### src/rtl/spi_reg_target_pkg.sv
// Shared types and command-byte field positions for the SPI register target.
package spi_reg_target_pkg;

    typedef enum logic [1:0] {
        IDLE = 2'd0,
        CMD  = 2'd1,
        WR   = 2'd2,
        RD   = 2'd3
    } state_e;

    localparam int unsigned CmdRnwBit  = 7;
    localparam int unsigned CmdAddrMsb = 6;

endpackage

### src/rtl/spi_target_sync.sv
// Brings SCK/CSB/MOSI into the system clock domain and flags SCK/CSB edges.
// Edge strobes are single-cycle and line up with the synchronized MOSI sample.
module spi_target_sync (
    input  logic clk,
    input  logic rst,
    input  logic sck_in,
    input  logic csb_in,
    input  logic mosi_in,
    output logic sck_rise,
    output logic sck_fall,
    output logic csb_rise,
    output logic csb_fall,
    output logic mosi
);

    logic [2:0] sck_q;
    logic [2:0] csb_q;
    logic [1:0] mosi_q;

    // CSB resets to its idle-high level so reset release never looks like a select.
    always_ff @(posedge clk or posedge rst) begin
        if (rst) begin
            sck_q  <= 3'b000;
            csb_q  <= 3'b111;
            mosi_q <= 2'b00;
        end else begin
            sck_q  <= {sck_q[1:0], sck_in};
            csb_q  <= {csb_q[1:0], csb_in};
            mosi_q <= {mosi_q[0], mosi_in};
        end
    end

    assign sck_rise = sck_q[1] & ~sck_q[2];
    assign sck_fall = ~sck_q[1] & sck_q[2];
    assign csb_rise = csb_q[1] & ~csb_q[2];
    assign csb_fall = ~csb_q[1] & csb_q[2];
    assign mosi     = mosi_q[1];

endmodule

### src/rtl/spi_reg_target.sv
// SPI mode-0 target exposing a byte-wide register file: command byte then data stream.
// Write strobe follows the 8th SCK rise by 3 clocks; the host paces everything, no backpressure.
module spi_reg_target
    import spi_reg_target_pkg::*;
#(
    parameter int unsigned NumRegs = 16,
    parameter logic [7:0]  IdByte  = 8'hA5,
    localparam int unsigned AddrW  = $clog2(NumRegs)
) (
    input  logic                   clk_i,
    input  logic                   rst_i,
    input  logic                   spi_sck_i,
    input  logic                   spi_csb_i,
    input  logic                   spi_mosi_i,
    output logic                   spi_miso_o,
    output logic                   spi_miso_en_o,
    output logic [NumRegs*8-1:0]   regs_o,
    output logic                   wr_pulse_o,
    output logic [AddrW-1:0]       wr_addr_o
);

    logic sck_rise;
    logic sck_fall;
    logic csb_rise;
    logic csb_fall;
    logic mosi;

    spi_target_sync u_sync (
        .clk      (clk_i),
        .rst      (rst_i),
        .sck_in   (spi_sck_i),
        .csb_in   (spi_csb_i),
        .mosi_in  (spi_mosi_i),
        .sck_rise (sck_rise),
        .sck_fall (sck_fall),
        .csb_rise (csb_rise),
        .csb_fall (csb_fall),
        .mosi     (mosi)
    );

    state_e                  state;
    logic [2:0]              bit_cnt;
    logic [7:0]              rx_q;
    logic [7:0]              tx_q;
    logic [7:0]              rx_next;
    logic [AddrW-1:0]        ptr;
    logic [AddrW-1:0]        cmd_addr;
    logic [NumRegs-1:0][7:0] regs_q;

    assign rx_next    = {rx_q[6:0], mosi};
    assign cmd_addr   = AddrW'(rx_next[CmdAddrMsb:0]);
    assign spi_miso_o = tx_q[7];
    assign regs_o     = regs_q;

    always_ff @(posedge clk_i or posedge rst_i) begin
        if (rst_i) begin
            state         <= IDLE;
            bit_cnt       <= 3'd0;
            rx_q          <= 8'h00;
            tx_q          <= 8'h00;
            ptr           <= '0;
            regs_q        <= '0;
            spi_miso_en_o <= 1'b0;
            wr_pulse_o    <= 1'b0;
            wr_addr_o     <= '0;
        end else begin
            wr_pulse_o <= 1'b0;
            if (csb_fall) begin
                state         <= CMD;
                bit_cnt       <= 3'd0;
                tx_q          <= IdByte;
                spi_miso_en_o <= 1'b1;
            end else if (state != IDLE) begin
                if (sck_rise) begin
                    rx_q    <= rx_next;
                    bit_cnt <= bit_cnt + 3'd1;
                    if (bit_cnt == 3'd7) begin
                        case (state)
                            CMD: begin
                                if (rx_next[CmdRnwBit]) begin
                                    state <= RD;
                                    tx_q  <= regs_q[cmd_addr];
                                    ptr   <= cmd_addr + AddrW'(1);
                                end else begin
                                    state <= WR;
                                    tx_q  <= 8'h00;
                                    ptr   <= cmd_addr;
                                end
                            end
                            WR: begin
                                regs_q[ptr] <= rx_next;
                                wr_pulse_o  <= 1'b1;
                                wr_addr_o   <= ptr;
                                ptr         <= ptr + AddrW'(1);
                            end
                            RD: begin
                                tx_q <= regs_q[ptr];
                                ptr  <= ptr + AddrW'(1);
                            end
                            default: ;
                        endcase
                    end
                end else if (sck_fall && bit_cnt != 3'd0) begin
                    // Hold the MSB of a freshly loaded byte until the next byte's first rise.
                    tx_q <= {tx_q[6:0], 1'b0};
                end
                // Placed after the byte logic so a coincident completion still commits.
                if (csb_rise) begin
                    state         <= IDLE;
                    bit_cnt       <= 3'd0;
                    tx_q          <= 8'h00;
                    spi_miso_en_o <= 1'b0;
                end
            end
        end
    end

endmodule

### config.mk
export PLATFORM = sky130hd
export DESIGN_NAME = spi_reg_target
export DESIGN_NICKNAME = d
export VERILOG_FILES = /design/src/rtl/spi_reg_target_pkg.sv /design/src/rtl/spi_target_sync.sv /design/src/rtl/spi_reg_target.sv
export SDC_FILE = /design/constraint.sdc
export NUM_CORES = 1
export LEC_CHECK = 0
export ABC_AREA = 1
export ABC_CLOCK_PERIOD_IN_PS = 12600
export CAP_MARGIN = 40
export CORE_UTILIZATION = 35
export CTS_CLUSTER_SIZE = 24
export DETAILED_ROUTE_END_ITERATION = 8
export PLACE_DENSITY = 0.63
export SYNTH_ARGS = -nofsm -noshare
export SYNTH_HDL_FRONTEND = slang
export SYNTH_SLANG_ARGS = --single-unit
### constraint.sdc
create_clock -name clk_i -period 12.6 [get_ports clk_i]
set_input_delay 1.26 -clock clk_i [delete_from_list [all_inputs] [get_ports clk_i]]
set_output_delay 1.26 -clock clk_i [all_outputs]
set_load 0.005 [all_outputs]
==> results.json, run 1 <==
{
  "cts.repair.resized": 0,
  "ys.warnings.count": 0,
  "vias": 9048,
  "leakage_nw": 5.18,
  "grt_pass1_wl_um": 47500,
  "syn2layout_area_growth_pct": 23.3,
  "clock_latency_ns": 0.44,
  "violations": "design-rule violations",
  "worstPathRequired_ns": 12.96,
  "setup_tns_ns": 0,
  "first_global_vias": 8244,
  "endpoint_kind": "register",
  "avgRoutedWirePerCell_um": 16.9,
  "die_y_um": 166,
  "core-area_um2": 26100,
  "place_hpwl_um": 20200,
  "ys_seq_area_share_pct": 44.4,
  "globalRouteOverflowTotal": 0,
  "period_share_pct": 23.8,
  "maxCapViolCount": 0,
  "grt_util_all_layers_pct": 22.0,
  "rsz0062_at_grt": "false",
  "drcViolationCount": 25,
  "cts_sinks": 166,
  "cts_buffers": 17,
  "post-synth-top-count-cell": "nand2_1",
  "die_x_um": 166,
  "die-area_um2": 27400,
  "timing.final.crit_period_ns": 3.00,
  "cts-hold-fix-buffers": 0,
  "synth_top_area_cell": "dfrtp_1",
  "ys_ff_latch": 166,
  "syn_avg_cell_area_um2": 7.08,
  "ys_top_cells_by_count": "nand2_1 (526), dfrtp_1 (163), o21ai_0 (137)",
  "p_per_area_nw_per_um2": 138,
  "max_freq_mhz": 333,
  "drive_above_1_share_pct": 6.95,
  "synth.top_cell.area_share_pct": 43.5,
  "holdCritPathClass": "register to register",
  "stdcell_area_um2": 11600,
  "n_antenna_cell": 0,
  "synth_edf_count": 0,
  "max_slew.worst_pin.slew_ns": 0.916,
  "drt_iter0_markers": 980,
  "drv_slew": 0,
  "nNetsFinal": 1427,
  "criticalPathCategory": "register to register",
  "setup_violations": 0,
  "ir_drop_mv": 0.0778,
  "place_ws_ns": 9.67,
  "htree_levels": 4,
  "antenna_found_initial": 0,
  "clkTransAtPathRegs_ns": 0.07,
  "via_per_inst": 5.14,
  "status": "complete, but fails checks",
  "first_pass_iters": 8,
  "fin_util_pct": 44.2,
  "netlist_area_um2": 9370,
  "cts_root_buf": "clkbuf_16",
  "start_util_pct": 35.9,
  "worst_slack_ns": 9.60,
  "tritoncts": "done",
  "async_flop_share_pct": 100,
  "netlist_top_cells_area": "dfrtp_1 (44%), nand2_1 (21%), o21ai_0 (7.3%)",
  "io_pins": 140,
  "worst-path-max-fanout": 38,
  "portBuffers": 139,
  "finalWirelength_um": 29700,
  "syn_nets": 1338,
  "gp_congestion": 0.871,
  "synth_cell_types": 31,
  "finalClockSkew_ns": 0.0177,
  "synth_ff_type": "dfrtp_1",
  "place_area_um2": 11000,
  "cp_data_arrival_time_ns": 3.36,
  "grt_max_degree": 79,
  "cts_buffer_depth": 2,
  "relSlewSlack_pct": 38.9,
  "post_cts_buffers": 0,
  "ant_nets": 0,
  "synth_cells": 1323,
  "core.rowCount": 59,
  "cp-start-kind": "register",
  "hold_viol": 0
}
sequential cells by signal, indices dropped and copies added (netlist names):
name	count
wr_addr_o	4
bit_cnt	3
wr_pulse_o	1
spi_miso_en_o	1
tx_q	8
u_sync.mosi_q	2
u_sync.csb_q	3
rx_q	7
ptr	4
regs_o	128
u_sync.sck_q	3
state	2
layer usage:
metal  vias up  share of wire, %  global-route usage [%]
met4         0               1.3                    6.05
met2       423                45                    33.6
met1      4197                46                    31.9
met5         -                 0                       0
met3        30               8.1                    3.99
li1       4398                 -                       -
worst max-delay path, stage by stage (launching register included):
cell     delay [ns]
dfrtp_2        0.97
inv_1          0.67
buf_4          0.43
nor2_1         0.13
o21ai_0        0.08
nand3_1        0.10
nand2_1        0.09
nand2_1        0.07
nand3_1        0.07
nand2_1        0.08
nand2_1        0.06
a21oi_1        0.14
path summary, 6_finish.rpt:
path,start,endpoint,slack (ns),cells after the start
hold reg to reg,u_sync.mosi_q[0],u_sync.mosi_q[1],0.35,0
setup reg to reg,rx_q[0],tx_q[5],9.60,11
setup / recovery,rx_q[0],tx_q[5],9.60,11
max in group asynchronous,rst_i,regs_o[62],10.47,4
min in group asynchronous,rst_i,regs_o[93],1.23,2
hold / removal,u_sync.mosi_q[0],u_sync.mosi_q[1],0.35,0
per-stage QoR:
step                power (mW)  hold WS, ns  cells
global placement          1.04        0.331   1724
global route              1.67        0.358   1760
detailed placement        1.06        0.336   1728
CTS                       1.59        0.351   1760
finish                    1.60        0.352   1760
floorplan                0.911        0.331   1323
layout make-up:
class | instances | area, µm²
flip-flops and latches | 166 | 4160
clock buffers | 17 | 425
repair buffers | 154 | 1580
inverters | 99 | 378
clock inverters | 15 | 178
well taps | 335 | 419
multi-input cells | 974 | 4420
fillers | 2640 | 14600
placed cells by master (no fill, tap or decap):
| cell type | instances |
|---|---|
| a21oi_1 | 23 |
| buf_12 | 1 |
| buf_16 | 3 |
| buf_4 | 11 |
| bufinv_16 | 1 |
| clkbuf_16 | 17 |
| clkdlybuf4s50_1 | 139 |
| clkinv_1 | 2 |
| clkinv_2 | 1 |
| clkinv_4 | 2 |
| clkinv_8 | 2 |
| dfrtp_1 | 160 |
| dfrtp_2 | 3 |
| dfstp_2 | 3 |
| ha_1 | 10 |
| inv_1 | 91 |
| inv_2 | 4 |
| inv_6 | 7 |
| inv_8 | 4 |
| nand2_1 | 526 |
| nand2_2 | 8 |
| nand2_4 | 8 |
| nand3_1 | 128 |
| nand3_4 | 1 |
| nand4_2 | 1 |
| nor2_1 | 68 |
| nor2_2 | 2 |
| nor2_4 | 3 |
| nor2_8 | 1 |
| nor3_1 | 1 |
| nor3_2 | 1 |
| nor4_1 | 1 |
| o211ai_1 | 9 |
| o21ai_0 | 137 |
| o21ai_1 | 29 |
| o21ai_2 | 15 |
| o311ai_0 | 1 |
| xor2_1 | 1 |
logic make-up after synthesis:
kind of cell | count (synthesis) | share of synthesized area (%)
compound gates | 214 | 12.3
xor+xnor | 1 | 0.0935
fa+ha+maj | 10 | 1.34
buf+inv | 183 | 8.52
flops | 166 | 44.4
simple gates | 749 | 33.4
report_power, final:
part / internal, mW / switching [mW]
registers: 0.566 / 0.0694
clock network: 0.285 / 0.254
logic: 0.120 / 0.300
total: 0.971 / 0.624
Power figures use the tool's default switching activity.
==> run 2, diff against run 1 <==
--- a/config.mk
+++ b/config.mk
@@ -6,7 +6,7 @@
 export NUM_CORES = 1
 export LEC_CHECK = 0
 export ABC_AREA = 1
-export ABC_CLOCK_PERIOD_IN_PS = 12600
+export ABC_CLOCK_PERIOD_IN_PS = 3120
 export CAP_MARGIN = 40
 export CORE_UTILIZATION = 35
 export CTS_CLUSTER_SIZE = 24
==> constraint.sdc (replaced) <==
create_clock -name clk_i -period 3.12 [get_ports clk_i]
set_input_delay 0.312 -clock clk_i [delete_from_list [all_inputs] [get_ports clk_i]]
set_output_delay 0.312 -clock clk_i [all_outputs]
set_load 0.005 [all_outputs]
==> results.json, run 2 (synthesis gave the netlist of run 1 again) <==
{
  "status": "complete, but fails checks",
  "violations": "design-rule violations",
  "cts_buffers": 17,
  "critPathBufInv": 3,
  "clkTransAtPathRegs_ns": 0.06,
  "post_cts_buffers": 0,
  "syn2layout_area_growth_pct": 23.5,
  "grt_util_all_layers_pct": 22.8,
  "dr_wl_met3_um": 2670,
  "finalClockSkew_ns": 0.0155,
  "ir_drop_mv": 0.346,
  "cts.repair.resized": 0,
  "worstRegToRegCells": 10,
  "vias": 9077,
  "cts_buffer_depth": 2,
  "m1WireLength_um": 13800,
  "cts_sinks": 166,
  "stdcell_area_um2": 11600,
  "hold_start": "spi_csb_i",
  "clock_latency_ns": 0.44,
  "combPwrFrac_pct": 29.1,
  "fin_util_pct": 44.3,
  "period_share_pct": 74.2,
  "min_to": "u_sync.csb_q[0]",
  "slowest_stage": "dfstp_2",
  "pwr-share-seq_pct": 38.5,
  "rsz0062_at_grt": "false",
  "timing.final.crit_period_ns": 2.32,
  "leakage_nw": 5.19,
  "finalWirelength_um": 30700,
  "antenna_found_initial": 0,
  "setup_tns_ns": 0,
  "min_path_cells": 1,
  "core.rowCount": 59,
  "cp-start-kind": "register",
  "p_clk_share_pct": 32.4,
  "place_hpwl_um": 21000,
  "power.internal_mw": 3.92,
  "cts_root_buf": "clkbuf_16",
  "relSlewSlack_pct": 41.7,
  "worstPathRequired_ns": 3.42,
  "die_x_um": 166,
  "cp_cell_sequence": "inv_1 -> ha_1 -> inv_1 -> nand4_2 -> clkinv_2 -> nand3_4 -> nor2_4 -> nand2_2 -> nand2_1 -> o21ai_1",
  "hold_viol": 0,
  "globalRouteOverflowTotal": 0,
  "max_slew.worst_pin.slew_ns": 0.873,
  "worst-path-max-fanout": 16,
  "place_area_um2": 11000,
  "htree_levels": 4,
  "first_pass_iters": 8,
  "die-area_um2": 27400,
  "num-fill-cells": 2649,
  "largest_reg_flops": 128,
  "r2r-end": "regs_o[40]",
  "worst_path_most_repeated_cell": "inv_1",
  "cpLargestDelayFamily": "simple AND/OR/NAND/NOR gates",
  "max_freq_mhz": 432,
  "met2_length_um": 13800,
  "io_pins": 140,
  "avgRoutedWirePerCell_um": 17.3,
  "finalPower_mw": 6.39,
  "start_util_pct": 35.9,
  "drive_above_1_share_pct": 7.46,
  "core-area_um2": 26100,
  "tritoncts": "done",
  "holdCritPathClass": "input pin to register",
  "endpoint_kind": "register",
  "swShare_pct": 38.7,
  "drcViolationCount": 14,
  "via_per_inst": 5.13,
  "drt_iter0_markers": 1021,
  "ant_nets": 0,
  "reg2reg_setup_slack_ns": 0.80,
  "dp_cells": 1738,
  "die_y_um": 166,
  "drv_slew": 0,
  "p_sw_mw": 2.48,
  "nNetsFinal": 1437,
  "grt_pass1_wl_um": 48600,
  "p_per_area_nw_per_um2": 552,
  "criticalPathCategory": "register to register",
  "final_cell_mix": "nand2_1 (526), dfrtp_1 (161), clkdlybuf4s50_1 (139)",
  "fin_cells": 1770,
  "cts-hold-fix-buffers": 0,
  "n_antenna_cell": 0,
  "topRoutingLayerUsed": "met4",
  "slowest_delay_ns": 0.55,
  "first_global_vias": 8312,
  "setup_violations": 0,
  "reg2reg_from": "u_sync.csb_q[1]",
  "gp_congestion": 0.849,
  "maxCapViolCount": 0,
  "grt_max_degree": 78,
  "final_common_cell": "nand2_1",
  "cp_data_arrival_time_ns": 2.62,
  "portBuffers": 139
}
## run 2: cell types whose count changed in the layout (fill, tap and decap cells not counted), moves of 2 or more
cell        previous run  this run
buf_4                 11        20
buf_12                 1         5
inv_8                  4         0
buf_16                 3         0
clkinv_2               1         4
clkinvlp_4             0         3
inv_6                  7         4
clkinv_8               2         0
## run 2: power groups by stage
stage	Sequential, mW	Combinational, mW	Clock (mW)
6_report	2.46	1.86	2.07
5_1_grt	2.48	2.05	2.20
4_1_cts	2.46	1.84	2.09
3_5_place_dp	2.50	1.83	0
3_3_place_gp	2.49	1.81	0
2_1_floorplan	2.40	1.28	0
## run 2: how the worst max path moves through the flow
stage,startpoint,end,slack [ns],cells past startpoint
2_1_floorplan,rst_i,bit_cnt[0],0.70,1
3_3_place_gp,u_sync.csb_q[1],regs_o[23],0.92,10
3_5_place_dp,u_sync.csb_q[1],regs_o[40],0.82,10
4_1_cts,u_sync.csb_q[1],regs_o[40],0.80,10
5_1_grt,u_sync.csb_q[1],regs_o[7],0.58,10
6_report,u_sync.csb_q[1],regs_o[40],0.80,10
## run 2: area by class of cell
cell class,instances,area (µm²),share of cell area (%)
multi-input combinational,974,4420,38.1
inverter,99,377,3.25
sequential,166,4160,35.9
timing repair buffer,164,1640,14.2
clock inverter,13,121,1.05
tap,335,419,3.62
clock buffer,19,443,3.83
## run 2: metrics by stage
stage	setup WS [ns]	hold slack [ns]
final	0.804	0.291
after global routing	0.581	0.281
after CTS	0.795	0.287
after detailed placement	0.823	0.336
after global placement	0.923	0.332
after floorplan	0.698	0.316
## run 2: metal layers
| layer | vias to the layer above | GRT usage (%) |
|---|---|---|
| li1 | 4405 | - |
| met1 | 4213 | 32.8 |
| met2 | 420 | 34.3 |
| met3 | 39 | 4.66 |
| met4 | 0 | 6.54 |
| met5 | - | 0 |
==> run 3, diff against run 2 <==
--- a/config.mk
+++ b/config.mk
@@ -6,7 +6,7 @@
 export NUM_CORES = 1
 export LEC_CHECK = 0
 export ABC_AREA = 1
-export ABC_CLOCK_PERIOD_IN_PS = 3120
+export ABC_CLOCK_PERIOD_IN_PS = 2300
 export CAP_MARGIN = 40
 export CORE_UTILIZATION = 35
 export CTS_CLUSTER_SIZE = 24
==> constraint.sdc (replaced) <==
create_clock -name clk_i -period 2.3 [get_ports clk_i]
set_input_delay 0.23 -clock clk_i [delete_from_list [all_inputs] [get_ports clk_i]]
set_output_delay 0.23 -clock clk_i [all_outputs]
set_load 0.005 [all_outputs]
==> results.json, run 3 (synthesis gave the netlist of run 1 again) <==
{
  "finalClockSkew_ns": 0.0156,
  "worst_path_most_repeated_cell": "inv_1",
  "gr-usage-met1_pct": 34.1,
  "cp_data_arrival_time_ns": 2.45,
  "start_util_pct": 35.9,
  "setup_violations": 0,
  "slowest_delay_ns": 0.54,
  "tritoncts": "done",
  "dp_cells": 1750,
  "pwr-share-seq_pct": 36.1,
  "endpoint_kind": "register",
  "first_global_vias": 8465,
  "cts_sinks": 166,
  "final_common_cell": "nand2_1",
  "grt_pass1_wl_um": 49600,
  "die-area_um2": 27400,
  "holdCritPathClass": "input pin to register",
  "critPathBufInv": 3,
  "gp_congestion": 0.860,
  "ir_drop_mv": 0.458,
  "cts-hold-fix-buffers": 0,
  "cp-start-kind": "register",
  "n_antenna_cell": 0,
  "use_met3_pct": 3.54,
  "avgRoutedWirePerCell_um": 17.5,
  "rsz0062_at_grt": "true",
  "globalRouteOverflowTotal": 0,
  "cp_cell_sequence": "inv_1 -> ha_1 -> inv_1 -> nand4_2 -> clkinv_2 -> nand3_4 -> nor2_4 -> nand2_2 -> nand2_1 -> o21ai_0",
  "swShare_pct": 39.5,
  "grt_max_degree": 76,
  "via_per_inst": 5.19,
  "die_y_um": 166,
  "first_pass_iters": 7,
  "clock_latency_ns": 0.45,
  "relSlewSlack_pct": 47.4,
  "status": "complete, but fails checks",
  "cpLargestDelayFamily": "simple AND/OR/NAND/NOR gates",
  "worst_slack_ns": 0.141,
  "place_hpwl_um": 21300,
  "antenna_found_initial": 0,
  "hold_slack_ns": 0.199,
  "cts_buffer_depth": 2,
  "grt_util_all_layers_pct": 23.1,
  "io_pins": 140,
  "final_cell_mix": "nand2_1 (526), dfrtp_1 (161), clkdlybuf4s50_1 (139)",
  "leakage_nw": 5.30,
  "ant_nets": 0,
  "p_per_area_nw_per_um2": 764,
  "largest_reg_flops": 128,
  "fin_cells": 1782,
  "finalPower_mw": 8.97,
  "finalWirelength_um": 31200,
  "p_clk_share_pct": 33.3,
  "use_met2_pct": 34.9,
  "violations": "design-rule violations",
  "setup_tns_ns": 0,
  "grt.busiest_layer": "met2",
  "combPwrFrac_pct": 30.6,
  "maxCapViolCount": 0,
  "max_slew.worst_pin.slew_ns": 0.788,
  "cts_buffers": 17,
  "drcViolationCount": 14,
  "drive_above_1_share_pct": 8.29,
  "criticalPathCategory": "register to register",
  "die_x_um": 166,
  "drt_iter0_markers": 1110,
  "hold_viol": 0,
  "power.internal_mw": 5.43,
  "worst-path-max-fanout": 16,
  "place_area_um2": 11100,
  "core.rowCount": 59,
  "worstPathRequired_ns": 2.59,
  "fin_util_pct": 44.9,
  "nNetsFinal": 1449,
  "core-area_um2": 26100,
  "stdcell_area_um2": 11700,
  "vias": 9243,
  "place_ws_ns": 0.147,
  "clkTransAtPathRegs_ns": 0.07,
  "timing.final.crit_period_ns": 2.16,
  "htree_levels": 4,
  "p_sw_mw": 3.54,
  "drv_slew": 0,
  "period_share_pct": 93.9,
  "portBuffers": 139,
  "cts_root_buf": "clkbuf_16",
  "slowest_stage": "dfstp_2",
  "max_freq_mhz": 463,
  "syn2layout_area_growth_pct": 25.3
}
-- run 3: final timing paths --
path	startpoint	end	slack, ns	depth (start not counted)
setup / recovery	u_sync.csb_q[1]	regs_o[12]	0.14	10
hold / removal	spi_csb_i	u_sync.csb_q[0]	0.20	1
setup reg to reg	u_sync.csb_q[1]	regs_o[12]	0.14	10
hold reg to reg	u_sync.sck_q[0]	u_sync.sck_q[1]	0.35	0
max in group asynchronous	rst_i	regs_o[24]	1.59	3
min in group asynchronous	rst_i	regs_o[82]	0.27	3
-- run 3: worst register-to-register path: cells and delay by family, from the launching register on --
family                   cells  cell delay, ns
AND/OR/NAND/NOR              5            0.96
buffers and inverters        3            0.21
AO/OA/AOI/OAI                1            0.08
flip-flops                   1            0.54
adder cells (fa/ha/maj)      1            0.21
-- run 3: area by class of cell --
cell class	instances	area (µm²)
inverters	99	377
clock buffers	17	425
multi-input cells	974	4420
clock inverters	15	173
well taps	335	419
flip-flops and latches	166	4160
fillers	2620	14400
repair buffers	176	1770
-- run 3: power groups by stage --
stage | sequential [mW] | combinational, mW | clock, mW
2_1_floorplan | 3.25 | 1.74 | 0
3_3_place_gp | 3.29 | 2.67 | 0
3_5_place_dp | 3.29 | 2.69 | 0
4_1_cts | 3.24 | 2.70 | 3.01
5_1_grt | 3.26 | 3.02 | 3.13
6_report | 3.24 | 2.74 | 2.99
-- run 3: layer usage --
metal  wire length (µm)  vias up
met5                  0        -
met3               2280       41
li1                   -     4424
met4                509        0
met2              14000      426
met1              14400     4352
-- run 3: timing repair --
item | CTS | global route
endpoints found under the hold margin | 0 | 0
setup endpoints to repair | 0 | 3
setup buffers | 0 | 0
resized for setup | 0 | 1
==> RTL edit (config.mk and constraints of run 2) <==
The parameter `NumRegs` goes from 16 to 8.
--- a/src/rtl/spi_reg_target.sv
+++ b/src/rtl/spi_reg_target.sv
@@ -3,7 +3,7 @@
 module spi_reg_target
     import spi_reg_target_pkg::*;
 #(
-    parameter int unsigned NumRegs = 16,
+    parameter int unsigned NumRegs = 8,
     parameter logic [7:0]  IdByte  = 8'hA5,
     localparam int unsigned AddrW  = $clog2(NumRegs)
 ) (
Interface: changed (resized regs_o and wr_addr_o); port bits go from 140 to 75. The function was not compared with the original's and may differ.
==> RTL edit against run 2 <==
  * Sequential power is 37% lower
  * Sequential share of layout area is 2.2 points higher
  * Wire length is 49% lower
  * Non-clock buffer count is 84 lower
  * Sequential cell count is 66 lower
  * Synthesized area is 42% lower
  * Hold slack better by 0.058 ns
  * Count of clock-buffer cells in the layout is 9 lower
  * Worst setup slack better by 0.095 ns
  * Final area is 43% lower
  * Total power is 44% lower
  * Utilization is 0.88 points lower
  * Synthesized cell count is 45% lower
  * Critical endpoint is now regs_o[2]
  * Highest routed layer unchanged
==> RTL edit: results (changes against run 2) <==
[power_and_ir_drop]
p_total_mw = 3.59  ; -44%
leakagePower_nw = 3.03  ; -42%
intPower_mw = 2.37  ; -39%
combinationalPowerShare_pct = 22.3  ; -6.8 points
clk-power_mw = 1.24  ; -40%

[cells_and_area]
clk_share_pct = 4.97  ; +0.092 points
nonClockBufferCount = 80  ; -51%
nClkBuffers = 10  ; -9
drive_gt1_share_pct = 7.73  ; +0.27 points
bufAreaShareNonClock_pct = 12.1  ; -2.0 points
multi_input_cells = 534  ; -45%
largest_register_ffs = 64  ; -50%
final_area_mm2 = 0.00658  ; -43%

[hold_path]
hp-class = reg -> reg
whs_path_depth = 0  ; -1

[placed_design]
globalplace.congestion = 0.799  ; -5.9%
post-place-ws_ns = 0.931  ; +0.108 ns
port_buffers = 74  ; -47%

[logic_synthesis]
synthDistinctLibCells = 28  ; -9.7%
synth.area.top_cells = dfrtp_1 45%, nand2_1 19%, nand3_1 6.6%, o21ai_1 5.6%, nor2_1 4.0%
avgSynthCellArea_um2 = 7.45  ; +5.2%
yosys-top-cells-count = 269 x nand2_1, 97 x dfrtp_1, 71 x nand3_1

[detailed_routing]
via_per_inst = 4.99  ; -2.6%

[global_routing]
grt_max_degree = 65  ; -17%

[outcome]
status = finished, final reports clean

[timing]
tightest_slew_ns = 0.812  ; -0.0606 ns

## RTL edit: worst paths after layout
check / start / end / slack (ns)
worst max-delay path: u_sync.csb_q[1] / regs_o[2] / 0.90
worst min-delay path: u_sync.sck_q[0] / u_sync.sck_q[1] / 0.35
worst max register to register: u_sync.csb_q[1] / regs_o[2] / 0.90
worst min register to register: u_sync.sck_q[0] / u_sync.sck_q[1] / 0.35
max in group asynchronous: rst_i / regs_o[12] / 1.99
min in group asynchronous: rst_i / u_sync.sck_q[0] / 0.46
## RTL edit: kinds of logic after synthesis
| kind of cell | count (synthesis) | share of synthesized area, % |
|---|---|---|
| AOI/OAI and AO/OA | 110 | 10.8 |
| adders and majority gates | 7 | 1.62 |
| buffers and inverters | 92 | 7.73 |
| DFF | 100 | 46.3 |
| and+or+nand+nor | 417 | 33.5 |
